===== src/rtl/space_pkg.sv =====
// Shared constants and state encoding for the space-shooter game-loop blocks.
package space_pkg;

    localparam int HEALTH_W   = 4;
    localparam int MAX_HEALTH = 10;
    localparam int DMG_W      = 2;

    typedef enum logic [1:0] {
        ALIVE  = 2'd0,
        INVULN = 2'd1,
        DEAD   = 2'd2
    } state_e;

endpackage


===== src/rtl/rr_arbiter.sv =====
// Round-robin arbiter: one-hot grant searching from the slot after the last grant.
module rr_arbiter #(
    parameter int NUM_REQ = 4
) (
    input  logic               clk_i,
    input  logic               rst_i,
    input  logic               en_i,
    input  logic [NUM_REQ-1:0] req_i,
    output logic [NUM_REQ-1:0] grant_o
);
    import space_pkg::*;

    localparam int IDX_W = (NUM_REQ > 1) ? $clog2(NUM_REQ) : 1;

    logic [IDX_W-1:0] ptr_q, ptr_d;
    logic [IDX_W-1:0] grant_idx;
    logic [IDX_W-1:0] idx;
    logic             found;

    always_comb begin
        grant_o   = '0;
        grant_idx = ptr_q;
        idx       = '0;
        found     = 1'b0;
        for (int i = 1; i <= NUM_REQ; i++) begin
            idx = IDX_W'((int'(ptr_q) + i) % NUM_REQ);
            if (!found && req_i[idx]) begin
                found          = 1'b1;
                grant_o[idx]   = 1'b1;
                grant_idx      = idx;
            end
        end
        ptr_d = (en_i && found) ? grant_idx : ptr_q;
    end

    // Pointer holds the last granted index; resetting to the top slot makes req 0 win first.
    always_ff @(posedge clk_i or posedge rst_i) begin
        if (rst_i) begin
            ptr_q <= IDX_W'(NUM_REQ - 1);
        end else begin
            ptr_q <= ptr_d;
        end
    end

endmodule


===== src/rtl/health_controller.sv =====
// Player health controller: per-frame round-robin hit arbitration, healing,
// post-hit invulnerability window and game-over.
module health_controller #(
    parameter int NUM_REQ       = 4,
    parameter int MAX_HEALTH    = space_pkg::MAX_HEALTH,
    parameter int HEALTH_W      = space_pkg::HEALTH_W,
    parameter int INVULN_FRAMES = 3
) (
    input  logic                              clk,
    input  logic                              reset,
    input  logic                              frame_tick,
    input  logic [NUM_REQ-1:0]                hit_req,
    input  logic [space_pkg::DMG_W*NUM_REQ-1:0] hit_dmg,
    input  logic                              heal_req,
    input  logic                              restart,
    output logic [NUM_REQ-1:0]                hit_ack,
    output logic                              heal_ack,
    output logic [HEALTH_W-1:0]               health,
    output logic                              invuln,
    output logic                              game_over
);
    import space_pkg::*;

    localparam int INV_W = (INVULN_FRAMES > 1) ? $clog2(INVULN_FRAMES + 1) : 1;

    state_e               state_q, state_d;
    logic [HEALTH_W-1:0]  health_q, health_d;
    logic [INV_W-1:0]     inv_cnt_q, inv_cnt_d;
    logic [NUM_REQ-1:0]   hit_ack_q, hit_ack_d;
    logic                 heal_ack_q, heal_ack_d;

    logic                 tick;
    logic                 arb_en;
    logic [NUM_REQ-1:0]   grant;
    logic [DMG_W-1:0]     dmg_sel;
    logic [DMG_W-1:0]     dmg_eff;
    logic [HEALTH_W-1:0]  hit_health;
    logic [HEALTH_W-1:0]  heal_health;

    function automatic logic [HEALTH_W-1:0] sat_sub(input logic [HEALTH_W-1:0] h,
                                                    input logic [DMG_W-1:0]    d);
        logic [HEALTH_W-1:0] dx;
        dx = HEALTH_W'(d);
        return (h > dx) ? (h - dx) : '0;
    endfunction

    function automatic logic [HEALTH_W-1:0] sat_inc(input logic [HEALTH_W-1:0] h);
        return (h >= HEALTH_W'(MAX_HEALTH)) ? HEALTH_W'(MAX_HEALTH) : (h + HEALTH_W'(1));
    endfunction

    // A tick landing while the previous acks are still up violates the requester
    // contract and is dropped rather than double-serviced.
    assign tick   = frame_tick && !restart && !(|hit_ack_q) && !heal_ack_q;
    assign arb_en = tick && (state_q == ALIVE);

    rr_arbiter #(
        .NUM_REQ (NUM_REQ)
    ) u_arb (
        .clk_i   (clk),
        .rst_i   (reset),
        .en_i    (arb_en),
        .req_i   (hit_req),
        .grant_o (grant)
    );

    always_comb begin
        dmg_sel = '0;
        for (int i = 0; i < NUM_REQ; i++) begin
            if (grant[i]) begin
                dmg_sel = dmg_sel | hit_dmg[DMG_W*i +: DMG_W];
            end
        end
        dmg_eff = (dmg_sel == '0) ? DMG_W'(1) : dmg_sel;
    end

    assign hit_health  = sat_sub(health_q, dmg_eff);
    assign heal_health = sat_inc(health_q);

    always_comb begin
        state_d    = state_q;
        health_d   = health_q;
        inv_cnt_d  = inv_cnt_q;
        hit_ack_d  = '0;
        heal_ack_d = 1'b0;
        if (restart) begin
            state_d   = ALIVE;
            health_d  = HEALTH_W'(MAX_HEALTH);
            inv_cnt_d = '0;
        end else if (tick) begin
            case (state_q)
                ALIVE: begin
                    if (|hit_req) begin
                        health_d  = hit_health;
                        hit_ack_d = grant;
                        if (hit_health == '0) begin
                            state_d   = DEAD;
                            inv_cnt_d = '0;
                        end else begin
                            state_d   = INVULN;
                            inv_cnt_d = INV_W'(INVULN_FRAMES);
                        end
                    end else if (heal_req) begin
                        health_d   = heal_health;
                        heal_ack_d = 1'b1;
                    end
                end
                INVULN: begin
                    hit_ack_d = hit_req;
                    if (heal_req) begin
                        health_d   = heal_health;
                        heal_ack_d = 1'b1;
                    end
                    if (inv_cnt_q == INV_W'(1)) begin
                        state_d   = ALIVE;
                        inv_cnt_d = '0;
                    end else begin
                        inv_cnt_d = inv_cnt_q - INV_W'(1);
                    end
                end
                DEAD: begin
                    hit_ack_d  = hit_req;
                    heal_ack_d = heal_req;
                    health_d   = '0;
                end
                default: begin
                    state_d = ALIVE;
                end
            endcase
        end
    end

    always_ff @(posedge clk or posedge reset) begin
        if (reset) begin
            state_q    <= ALIVE;
            health_q   <= HEALTH_W'(MAX_HEALTH);
            inv_cnt_q  <= '0;
            hit_ack_q  <= '0;
            heal_ack_q <= 1'b0;
        end else begin
            state_q    <= state_d;
            health_q   <= health_d;
            inv_cnt_q  <= inv_cnt_d;
            hit_ack_q  <= hit_ack_d;
            heal_ack_q <= heal_ack_d;
        end
    end

    assign hit_ack   = hit_ack_q;
    assign heal_ack  = heal_ack_q;
    assign health    = health_q;
    assign invuln    = (state_q == INVULN);
    assign game_over = (state_q == DEAD);

endmodule


===== config.mk =====
export PLATFORM = sky130hd
export DESIGN_NAME = health_controller
export DESIGN_NICKNAME = d
export VERILOG_FILES = /design/src/rtl/space_pkg.sv /design/src/rtl/rr_arbiter.sv /design/src/rtl/health_controller.sv
export SDC_FILE = /design/constraint.sdc
export NUM_CORES = 1
export LEC_CHECK = 0
export ABC_AREA = 1
export CAP_MARGIN = 20
export CORE_ASPECT_RATIO = 0.75
export CORE_MARGIN = 2
export CORE_UTILIZATION = 45
export CTS_CLUSTER_SIZE = 16
export DETAILED_ROUTE_END_ITERATION = 7
export GPL_TIMING_DRIVEN = 0
export PLACE_DENSITY = 0.78
export SYNTH_ARGS = -nofsm -noshare
export SYNTH_HDL_FRONTEND = slang
export SYNTH_HIERARCHICAL = 1
export SYNTH_SLANG_ARGS = --single-unit

===== constraint.sdc =====
create_clock -name clk -period 5.9 [get_ports clk]
set_clock_uncertainty 0.05 [all_clocks]
set_input_delay 1.18 -clock clk [delete_from_list [all_inputs] [get_ports clk]]
set_output_delay 1.18 -clock clk [all_outputs]
set_load 0.02 [all_outputs]

Word level (Yosys, flattened, before mapping)
Cells that the tools add are included.

Equality and inequality tests: 6. Reduce and logical (&&, ||, !) cells: 32. Magnitude comparators: 10. Add/subtract/negate cells: 7. Multiplexer cells: 61. Bitwise logic cells: 6.

Operator list (count): two-way mux 4 bit (13); two-way mux 2 bit (19); two-way mux 1 bit (16); logical AND 1 bit (12); < comparator 2 x 3 -> 1 bit (second input constant) (4); OR 4 bit (3); case mux 4 bit (3 select lines) (1); binary-select mux 1 bit (select 2 bit) (4); demux 1 bit (select 2 bit) (4); greater-or-equal comparator 2 x 1 -> 1 bit (second input constant) (4); case mux 4 bit (2 select lines) (1); nonzero test 4 bit (2); OR reduction 4 bit (2); logical NOT 1 bit (6); inequality test 3 x 2 -> 1 bit (second input constant) (2); OR 2 bit (3); case mux 2 bit (3 select lines) (1); adder 2 x 1 -> 2 bit (second input constant) (2); adder 2 bit (second input constant) (2); adder 4 x 1 -> 4 bit (second input constant) (1); equality test 2 x 1 -> 1 bit (second input constant) (2); greater-or-equal comparator 4 bit (second input constant) (1); > comparator 4 x 2 -> 1 bit (1); logical NOT 2 bit (2); other kinds (13) (14).

Flip-flop bits (word level): 15.

Depth between registers and ports, before layout
Depth after elaboration: 30. Mapped depth: 24. Depth with buffers taken out: 24.

Hierarchy
The synthesis kept the hierarchy.

By module, submodules not included: health_controller (area each 1136.1 sq um, instances 1, cells an instance 178); rr_arbiter (area each 588.1 sq um, instances 1, cells an instance 93).

Worst setup path before layout
Ideal clock, no wire load.

Kind: input -> register. From: input hit_req[2]. To: register inv_cnt_q[0]. Setup time: 0.117 ns. Cell stages on the path: 18. Required time: 5.733 ns. Path buffers: 0. Path slack: 2.414 ns. Arrival time: 3.320 ns. Cells stage by stage: nand2_1 > nand3_4 > nand2_8 > nand2_4 > o21ai_1 > nor2_1 > nand2_1 > nand2_1 > nand2_1 > a221oi_1 > o21ai_0 > ha_1 > inv_1 > fa_1 > o21ai_0 > nand4_1 > nand2_1 > nand2_1.

Elaborated cells between the ends (all ways): 45. Those cells by class: 1 x add/sub; 1 x order compare; 1 x eq/ne; 26 x mux; 6 x bitwise; 10 x reduce/logical.

RTL lines: start: declaration (RTL line health_controller.sv:12) `input logic [NUM_REQ-1:0] hit_req,`; binary-select mux 1 bit (select 2 bit) (RTL line rr_arbiter.sv:27) `if (!found && req_i[idx]) begin`; two-way mux 1 bit (implied by the code) (RTL line rr_arbiter.sv:27); two-way mux 1 bit (RTL line rr_arbiter.sv:27); logical NOT 1 bit (RTL line rr_arbiter.sv:27); logical AND 1 bit (RTL line rr_arbiter.sv:27); two-way mux 1 bit (RTL line rr_arbiter.sv:27); logical NOT 1 bit (RTL line rr_arbiter.sv:27); logical AND 1 bit (RTL line rr_arbiter.sv:27); [... 4 more ...]; net grant[1] (RTL line health_controller.sv:34) `logic [NUM_REQ-1:0] grant;`; [... 7 more ...]; subtractor 4 x 2 -> 4 bit or > comparator 4 x 2 -> 1 bit (tied branches) (RTL line health_controller.sv:44) `return (h > dx) ? (h - dx) : '0;`; two-way mux 4 bit * (RTL line health_controller.sv:44); logical NOT 4 bit * (RTL line health_controller.sv:95) `if (hit_health == '0) begin`; two-way mux 2 bit * (RTL line health_controller.sv:95); two-way mux 2 bit * (RTL line health_controller.sv:92) `if (|hit_req) begin`; case mux 2 bit (2 select lines) * (RTL line health_controller.sv:90) `case (state_q)`; two-way mux 2 bit * (RTL line health_controller.sv:89) `end else if (tick) begin`; two-way mux 2 bit * (RTL line health_controller.sv:85) `if (restart) begin`; end signal: assignment (RTL line health_controller.sv:142) `inv_cnt_q <= inv_cnt_d;`; end: declaration (RTL line health_controller.sv:28) `logic [INV_W-1:0] inv_cnt_q, inv_cnt_d;`.

Mark *: on every way through the listed nets, which the timed path passes. The rest lies on a longest branch. The select of a mux whose other input is x is not followed. A chain may end at the register's enable or synchronous reset.

Worst setup path in the final report
From: input hit_req[2]. To: register inv_cnt_q[1].

Longest elaborated chain between the ends: 29. Elaborated cells between the ends (all ways): 45. Those cells by class: 1 x add/sub; 1 x order compare; 1 x eq/ne; 26 x mux; 6 x bitwise; 10 x reduce/logical.

RTL lines (RTL line): binary-select mux 1 bit (select 2 bit) (rr_arbiter.sv:27); two-way mux 1 bit (implied by the code) (rr_arbiter.sv:27); two-way mux 1 bit (rr_arbiter.sv:27); logical NOT 1 bit (rr_arbiter.sv:27); logical AND 1 bit (rr_arbiter.sv:27); two-way mux 1 bit (rr_arbiter.sv:27); logical NOT 1 bit (rr_arbiter.sv:27); logical AND 1 bit (rr_arbiter.sv:27); [... 4 more ...]; net grant[0] (health_controller.sv:34); [... 9 more ...]; subtractor 4 x 2 -> 4 bit or > comparator 4 x 2 -> 1 bit (tied branches) (health_controller.sv:44); two-way mux 4 bit * (health_controller.sv:44); logical NOT 4 bit * (health_controller.sv:95); two-way mux 2 bit * (health_controller.sv:95); two-way mux 2 bit * (health_controller.sv:92); case mux 2 bit (2 select lines) * (health_controller.sv:90); two-way mux 2 bit * (health_controller.sv:89); two-way mux 2 bit * (health_controller.sv:85).

Marks and branches as above.

==> metrics.txt <==
outcome=finished, final reports clean; RSZ-0062 raised after global routing=no; Lkg Pwr=1.09 nW; Synth async-reset ratio=1.00; Crit Path Max Fanout=7; CP top delay family=simple AND/OR/NAND/NOR gates; min-delay worst type=reg -> reg; most frequent CP cell=nand2_1; GRT Residual Overflow=0; # H-tree levels=1; die height=57.6 µm; Power Dens Cells=603 nW/µm²; YS warnings=6; Port-buffer cells=27; slew margin rel.=0.670; total CTS buffers=3; sequential share of the synthesized area=0.221; Via-to-Cell Ratio=4.94; Mapped Nets=306; gpl congestion=0.872; final worst-path cycle share=0.703; Setup WS pre-CTS=1.53 ns; Sink Count=15; worst skew pair latency=0.24 ns; # fillers=370; I/O pin count=28; Nets=338; peak supply drop=0.345 mV; Netlist Area Pre-Place=1720 µm²; total chip power=0.00127 W; fin. max-slew vios=0; critical path's slowest cell=clkdlybuf4s50_1; #FFs+latches synth=15; Worst Path Buf+Inv=2; Total Die Area=4350 µm²; Post-synth EDFFs=0; DRC viols=0; Synth top area share=0.187; Req. time, crit path=5.99 ns; total of max-cap violations=0; sequential standard cell area=380 µm²; most frequent cell after synthesis=nand2_1; worst-margin pin slew=0.494 ns; CP cell instances=clkdlybuf4s50_1 -> nand2_1 -> nand3_4 -> nand2_8 -> nand2_4 -> o21ai_1 -> nor2_1 -> nand2_1 -> nand2_1 -> nand2_1 -> a221oi_1 -> o21ai_0 -> ha_1 -> inv_1 -> fa_1 -> o21ai_0 -> nand4_1 -> nand2_1 -> nand2_1; pin count of the biggest net entering global routing=14; Syn Inst Count=271; ANT nets after route=0; setup bufs post-CTS=0; CP Class=in -> reg; number of global-route vias before repair=1,480; CTS clk-pin slew, worst paths=0.06 ns; Critical Path Max Stage Delay=0.55 ns; hpwl dp=3360 µm; global-route wire length before repair=6910 µm; post-CTS sizing=0; final hold violation count=0; min cycle time layout=4.15 ns; cts hold-fix bufs=0; deepest clock path buffer count=2; Finished Layout Cells=354; top area cells in the synthesized netlist=nand2_1 19%, dfrtp_1 16%, ha_1 12%, nand3_1 9.3%, nor2_1 8.3%; Max Freq=241 MHz; Synth Flop Type=dfrtp_1; die width=75.5 µm; Crit. End Element=flop; vias after detailed routing=1,750; Synth top cells by count=86 x nand2_1, 38 x nor2_1, 34 x inv_1; diode count=0; Mean Syn Cell Area=6.36 µm²; Std-Cell Rows=19; Worst Setup Start Kind=input pin; multi-input logic area=1200 µm²; worst setup margin=1.75 ns; Cell variety after synth=25; Post-Route WL=4050 µm; CTS Root Cell=clkbuf_8; DR iter-0 viols=151; fraction of layout cells with a size suffix above 1=0.0861; First-pass DRT Iterations=4; Setup TNS=0 ns; CP arrival=4.24 ns; Cells after DPL=350; Starting Density=0.471; CTS tree=built; Final Setup Violations=0; routed len/inst=11.4 µm; Core Footprint=3660 µm²; initial antenna violation count=0; cell taking the most area after synthesis=nand2_1; synth-to-layout area growth=22.1%; global-route usage over all layers=0.204
[per-layer routing]
metal,global-route usage,share of wire
met1,0.347,0.53
met2,0.270,0.39
met3,0.0212,0.069
met4,0.0451,0.0091
met5,0,0
[cells by family (layout without fill, tap and decap cells)]
| group | Yosys count | in the layout | share of synthesized area |
|---|---|---|---|
| AO/OA/AOI/OAI | 21 | 21 | 0.0718 |
| adder cells (fa/ha/maj) | 18 | 18 | 0.135 |
| flip-flops | 15 | 15 | 0.221 |
| XOR/XNOR | 1 | 1 | 0.00508 |
| buffers and inverters | 38 | 69 | 0.0827 |
| AND/OR/NAND/NOR | 178 | 178 | 0.485 |
[stage by stage]
stage	util	area, µm²	hold slack, ns
final	0.575	2110	0.430
after global routing	0.575	2110	0.474
after CTS	0.575	2110	0.436
after floorplan	-	1720	0.399
after global placement	0.563	2060	0.417
after detailed placement	0.563	2060	0.423
[placed cells by master (no fill, tap or decap)]
cell	instances
nand2_1	86
nor2_1	38
inv_1	34
nand3_1	32
clkdlybuf4s50_1	27
ha_1	17
dfrtp_1	11
o21ai_1	8
nand2_2	6
o21ai_0	6
nand4_1	5
a32oi_1	4
dfstp_2	4
nand3_4	4
inv_2	3
clkbuf_8	3
a21oi_1	2
nand2_4	2
nor2_2	1
nand3b_1	1
clkinv_1	1
a221oi_1	1
nor3_1	1
xor2_1	1
fa_1	1
clkinv_2	1
nand2_8	1
nand3_2	1
[state kept, by name (all words and copies together) (netlist names)]
signal / flops
health: 4
hit_ack: 4
inv_cnt_q: 2
state_q: 2
u_arb/ptr_q: 2
heal_ack: 1
[report_power, final]
| group | internal (W) | switching, W |
|---|---|---|
| registers | 0.000146 | 0.0000587 |
| clock network | 0.0000467 | 0.0000345 |
| logic | 0.000351 | 0.000632 |
| total | 0.000544 | 0.000725 |
[area by class of cell]
| class | count | area share |
|---|---|---|
| Sequential cell | 15 | 0.181 |
| Multi-Input combinational cell | 218 | 0.570 |
| Clock buffer | 3 | 0.0196 |
| Inverter | 38 | 0.0677 |
| Tap cell | 52 | 0.0309 |
| Clock inverter | 1 | 0.00238 |
| Timing Repair Buffer | 27 | 0.128 |
[path summary, 6_finish.rpt]
| check | slack [ns] | depth (start not counted) | start | end |
|---|---|---|---|---|
| setup / recovery | 1.75 | 19 | hit_req[2] | inv_cnt_q[1] |
| hold / removal | 0.43 | 2 | inv_cnt_q[1] | inv_cnt_q[1] |
| setup reg to reg | 1.95 | 20 | u_arb/ptr_q[0] | inv_cnt_q[1] |
| hold reg to reg | 0.43 | 2 | inv_cnt_q[1] | inv_cnt_q[1] |
| max in group asynchronous | 4.20 | 2 | reset | health[1] |
| min in group asynchronous | 1.24 | 2 | reset | u_arb/ptr_q[1] |
[worst reg2reg max path: stages (launching register included)]
cell and delay [ns]:
dfstp_2 0.68, inv_2 0.17, ha_1 0.45, inv_1 0.14, nand3_4 0.15, nand2_8 0.09, nand2_4 0.12, o21ai_1 0.07
nor2_1 0.08, nand2_1 0.11, nand2_1 0.08, nand2_1 0.04, a221oi_1 0.21, o21ai_0 0.14, ha_1 0.19, inv_1 0.08
fa_1 0.42, o21ai_0 0.24, nand4_1 0.15, nand2_1 0.10, nand2_1 0.05
Note: power is estimated with default switching activity, not from simulation.
